[src/rtl/ifu_prefetch_queue.sv]
// Instruction prefetch queue: issues sequential word fetches over a
// req/gnt/rvalid memory interface, buffers returned words with their PCs in a
// DEPTH-entry FIFO, and hands them to decode over valid/ready. A redirect
// flushes the FIFO and arranges for in-flight (stale) responses to be dropped.
//
// Handshakes: a transfer happens on a rising edge where the source's
// valid-type signal and the sink's ready-type signal are both high
// (imem_req/imem_gnt for fetch issue, ins_valid/ins_ready for decode pop);
// imem_rvalid has no back-pressure and is always accepted.
module ifu_prefetch_queue #(
    parameter int          DEPTH    = 4,
    parameter logic [31:0] RESET_PC = 32'h0000_3000
) (
    input  logic        clk,
    input  logic        reset,
    output logic        imem_req,
    output logic [31:0] imem_addr,
    input  logic        imem_gnt,
    input  logic        imem_rvalid,
    input  logic [31:0] imem_rdata,
    input  logic        redirect,
    input  logic [31:0] redirect_pc,
    output logic        ins_valid,
    output logic [31:0] ins,
    output logic [31:0] ins_pc,
    input  logic        ins_ready,
    output logic        dbg_state
);

    localparam int          PW      = $clog2(DEPTH);
    localparam int          CW      = $clog2(DEPTH) + 1;
    localparam logic [CW:0] DEPTH_V = (CW + 1)'(DEPTH);

    // FETCH: no stale responses owed; DRAIN: still dropping pre-redirect words
    typedef enum logic {
        FETCH = 1'b0,
        DRAIN = 1'b1
    } state_t;

    state_t        state;
    logic [31:0]   fetch_pc;
    logic [31:0]   resp_pc;
    logic [CW-1:0] count;
    logic [CW-1:0] outstanding;
    logic [CW-1:0] discard;
    logic [CW-1:0] live;
    logic [CW-1:0] next_outstanding;
    logic [PW-1:0] head;
    logic [PW-1:0] tail;
    logic [31:0]   ins_mem [DEPTH];
    logic [31:0]   pc_mem  [DEPTH];
    logic [31:0]   held_ins;
    logic [31:0]   held_pc;
    logic          grant;
    logic          push;
    logic          pop;
    logic          drop;

    // Credit: FIFO space must cover every word that will actually be kept
    assign live      = outstanding - discard;
    assign imem_req  = !reset && !redirect &&
                       (({1'b0, count} + {1'b0, live}) < DEPTH_V);
    assign imem_addr = fetch_pc;
    assign grant     = imem_req && imem_gnt;

    assign drop = imem_rvalid && (discard != '0);
    assign push = imem_rvalid && (discard == '0) && !redirect;
    assign pop  = ins_valid && ins_ready && !redirect;

    // A response in the redirect cycle already leaves outstanding here, so
    // this is also the stale count to discard on a redirect.
    assign next_outstanding = outstanding + CW'(grant) - CW'(imem_rvalid);

    assign ins_valid = (count != '0);
    assign ins       = ins_valid ? ins_mem[head] : held_ins;
    assign ins_pc    = ins_valid ? pc_mem[head]  : held_pc;
    assign dbg_state = state;

    // FIFO storage writes; contents are only observed once count covers them
    always_ff @(posedge clk) begin
        if (!reset && push) begin
            ins_mem[tail] <= imem_rdata;
            pc_mem[tail]  <= resp_pc;
        end
    end

    // Fetch PC, response PC, occupancy, credit counters and drain state
    always_ff @(posedge clk) begin
        if (reset) begin
            state       <= FETCH;
            fetch_pc    <= RESET_PC;
            resp_pc     <= RESET_PC;
            count       <= '0;
            outstanding <= '0;
            discard     <= '0;
            head        <= '0;
            tail        <= '0;
            held_ins    <= '0;
            held_pc     <= RESET_PC;
        end else begin
            outstanding <= next_outstanding;
            if (ins_valid) begin
                held_ins <= ins_mem[head];
                held_pc  <= pc_mem[head];
            end
            if (redirect) begin
                fetch_pc <= {redirect_pc[31:2], 2'b00};
                resp_pc  <= {redirect_pc[31:2], 2'b00};
                count    <= '0;
                tail     <= head;
                discard  <= next_outstanding;
                state    <= (next_outstanding != '0) ? DRAIN : FETCH;
            end else begin
                if (grant) begin
                    fetch_pc <= fetch_pc + 32'd4;
                end
                if (drop) begin
                    discard <= discard - 1'b1;
                    if (discard == CW'(1)) begin
                        state <= FETCH;
                    end
                end
                if (push) begin
                    tail    <= tail + 1'b1;
                    resp_pc <= resp_pc + 32'd4;
                end
                if (pop) begin
                    head <= head + 1'b1;
                end
                count <= count + CW'(push) - CW'(pop);
            end
        end
    end

endmodule

[config.mk]
export PLATFORM = sky130hd
export DESIGN_NAME = ifu_prefetch_queue
export DESIGN_NICKNAME = d
export VERILOG_FILES = /design/src/rtl/ifu_prefetch_queue.sv
export SDC_FILE = /design/constraint.sdc
export NUM_CORES = 1
export LEC_CHECK = 0
export ABC_AREA = 1
export CAP_MARGIN = 10
export CORE_MARGIN = 10
export CORE_UTILIZATION = 34
export DETAILED_ROUTE_END_ITERATION = 7
export DONT_BUFFER_PORTS = 1
export PLACE_DENSITY_LB_ADDON = 0.2
export SETUP_SLACK_MARGIN = 0.05
export SYNTH_ARGS = -nofsm -noshare
export SYNTH_HDL_FRONTEND = slang
export SYNTH_SLANG_ARGS = --single-unit
[constraint.sdc]
create_clock -name clk -period 5 [get_ports clk]
set_clock_uncertainty 0.15 [all_clocks]
set_input_delay 1 -clock clk [delete_from_list [all_inputs] [get_ports clk]]
set_output_delay 1 -clock clk [all_outputs]
set_load 0.005 [all_outputs]
==> results.json <==
{
  "drcViolationCount": 0,
  "synthFlopType": "edfxtp_1",
  "cp-start-kind": "register",
  "power.internal_w": 0.00556,
  "final_nets": 1824,
  "design_area_mm2": 0.0186,
  "hp-class": "register to register",
  "cts_buffers": 43,
  "hold_violations": 0,
  "n_antenna_cell": 0,
  "ys_seq_elements": 388,
  "use_met2": 0.247,
  "status": "completed",
  "portBuffers": 0,
  "wirelength_mm": 44.8,
  "ctsResizeCount": 0,
  "regToRegStartpoint": "discard[0]$_SDFFE_PP0P_",
  "ys_top_cells_by_area": "edfxtp_1 45%, dfxtp_1 17%, nand2_1 9.7%, nor2_1 5.8%, o21ai_0 5.4%",
  "hp-start": "held_pc[1]$_SDFF_PP0_",
  "vias": 11861,
  "area_delta_synth_final_pct": 12.5,
  "cts_hold_buf": 0,
  "drive_gt1_frac": 0.0577,
  "rr_worst_depth": 19,
  "worstReg2RegEnd": "discard[2]$_SDFFE_PP0P_",
  "clock_latency_ns": 0.58,
  "yosys-top-cells-count": "428 x nand2_1, 254 x nor2_1, 248 x edfxtp_1",
  "via_per_inst": 4.98,
  "postLayoutSetupSlackWorst_ns": 0.732,
  "placementRows": 80,
  "cts_sinks": 388,
  "num_io_pins": 169,
  "yosysWarnings": 0,
  "swShare": 0.244,
  "ys_types": 37,
  "wl_per_cell_um": 18.8,
  "fillers": 4790,
  "met1_usage": 0.200,
  "drtIter0Drc": 872,
  "layout_min_cycle_time_ns": 4.27,
  "clockBufferDepth": 3,
  "critPathRequiredTime_ns": 3.85,
  "critPathMaxFanout": 52,
  "first_global_vias": 11432,
  "cts.htree.levels": 2,
  "clock-root-buffer": "clkbuf_16",
  "dr.pass1.iters": 5,
  "start_util": 0.345,
  "final_max_slew_viol_count": 0,
  "cts_setup_buffers": 0,
  "cap_viol_max_count": 0,
  "ir_worst_vdd_mv": 0.258,
  "cellLeakagePower_nw": 6.75,
  "synth_compound_area_frac": 0.122,
  "min_path_cells": 2,
  "ys_seq_area_frac": 0.621,
  "yosysMostFrequentCell": "nand2_1",
  "cts_tree": "built",
  "dieArea_mm2": 0.0578,
  "gr-total-overflow": 0,
  "grt_use_met3": 0.0368,
  "synth_area_leader_cell": "edfxtp_1",
  "fin_tns_setup_ns": 0,
  "synth-async-reset-ratio": 0,
  "synth-edff-count": 248,
  "place_hpwl_mm": 27.9,
  "whs_endpoint": "held_pc[1]$_SDFF_PP0_",
  "critPathKind": "register to output pin",
  "power.switching_w": 0.00179,
  "place_congestion": 0.866,
  "dieHeight_um": 240,
  "synth_top_family_by_area": "simple AND/OR/NAND/NOR gates",
  "synth_xor_area_frac": 0.0133,
  "grt_first_pass_wirelength_mm": 68.6,
  "syn_avg_cell_area_um2": 9.40,
  "grt_antenna_before_repair": 0,
  "ant_nets": 0,
  "synthSimpleGateAreaFrac": 0.181,
  "syn-cell-area_mm2": 0.0165,
  "die_x_um": 240,
  "yosysTopAreaCellShare": 0.451,
  "synthMuxAreaShare": 0,
  "power_density_mw_per_mm2": 396,
  "regToRegSetupSlack_ns": 1.23,
  "busiest_layer": "met2",
  "path_clk_slew_ns": 0.06,
  "postPlaceCellArea_mm2": 0.0171,
  "power.share.sequential": 0.495,
  "period_share": 0.854,
  "cp.arrival_ns": 3.12,
  "relSlewSlack": 0.388,
  "track_usage": 0.153,
  "rsz0062_at_grt": "false",
  "syn_inst": 1757,
  "core_mm2": 0.0478,
  "p_comb_frac": 0.070,
  "grt_max_degree": 111,
  "worst_slew_pin_slew_ns": 0.918,
  "cp-end-kind": "output pin",
  "setup_viol": 0,
  "dp_slack_ns": 1.21,
  "max_freq_ghz": 0.234,
  "pwr-share-clk": 0.435,
  "synth-adder-area-share": 0.0158
}
[critical path: stages (launching register included)]
cell	delay (ns)
dfxtp_4	0.67
clkinv_2	0.70
buf_4	0.55
o21ai_0	0.23
o22ai_1	0.09
nand2_1	0.08
nand2_1	0.21
[cell usage in the layout (no fill, tap or decap), types with 5 or more instances in the layout]
cell type	synthesis	final
clkinv_2	0	5
dfxtp_1	140	138
nand4_1	9	9
clkbuf_16	0	43
o21ai_0	179	179
nor2_1	254	250
nor2_4	4	8
xor2_1	18	18
edfxtp_1	248	248
inv_1	106	105
nand2_1	428	428
ha_1	16	16
clkinvlp_4	0	6
nand3_1	44	44
clkbuf_1	48	14
a21oi_1	106	106
buf_4	3	11
a31oi_1	19	19
xnor2_1	7	7
o22ai_1	60	60
o211ai_1	9	9
[cells by family after synthesis]
group / Yosys count
buf+inv: 194
xor+xnor: 25
simple gates: 754
compound gates: 376
other cells: 1
fa+ha+maj: 19
flops: 388
[power groups by stage]
stage / clock network, W / registers (W) / logic, W
6_report: 0.00320 / 0.00364 / 0.000512
5_1_grt: 0.00342 / 0.00366 / 0.000588
4_1_cts: 0.00328 / 0.00364 / 0.000521
3_5_place_dp: 0 / 0.00371 / 0.000518
3_3_place_gp: 0 / 0.00371 / 0.000514
2_1_floorplan: 0 / 0.00366 / 0.000403
[registers in the layout, indices dropped and copies added (netlist names), named ones only]
signal	cells
imem_addr	30
dbg_state	1
held_pc	32
tail	2
held_ins	32
head	2
discard	3
ins_mem	128
outstanding	3
resp_pc	30
pc_mem	120
count	3
[final cells by class]
cell class / count / area [um2] / area share
tap: 615 / 769 / 0.0414
inverter: 110 / 415 / 0.0224
multi-input combinational: 1176 / 5520 / 0.297
sequential: 388 / 10300 / 0.552
clock inverter: 18 / 248 / 0.0133
timing repair buffer: 16 / 190 / 0.0102
clock buffer: 61 / 1180 / 0.0637
[routing by layer]
metal  routed length [um]  up-vias
li1                     -     5906
met1                20200     5610
met2                20700      279
met3                 2900       66
met4                 1020        0
met5                    0        -
[worst max-delay path by stage]
stage	startpoint	to	slack, ns
floorplan	redirect	ins_mem[0][0]$_DFFE_PP_	0.02
global placement	discard[0]$_SDFFE_PP0P_	discard[2]$_SDFFE_PP0P_	1.24
detailed placement	discard[0]$_SDFFE_PP0P_	discard[2]$_SDFFE_PP0P_	1.21
CTS	register	ins_pc[8]	0.62
global route	register	ins_pc[4]	0.42
finish	register	ins_pc[8]	0.73
[stage by stage]
step	hold slack, ns	power [W]	cells	utilization
after global routing	0.307	0.00767	2384	0.388
after detailed placement	0.282	0.00423	2304	0.358
after global placement	0.280	0.00422	2304	0.358
after floorplan	0.271	0.00407	1758	-
final	0.291	0.00735	2384	0.388
after CTS	0.291	0.00745	2383	0.388
(Power assumes the default switching activity.)
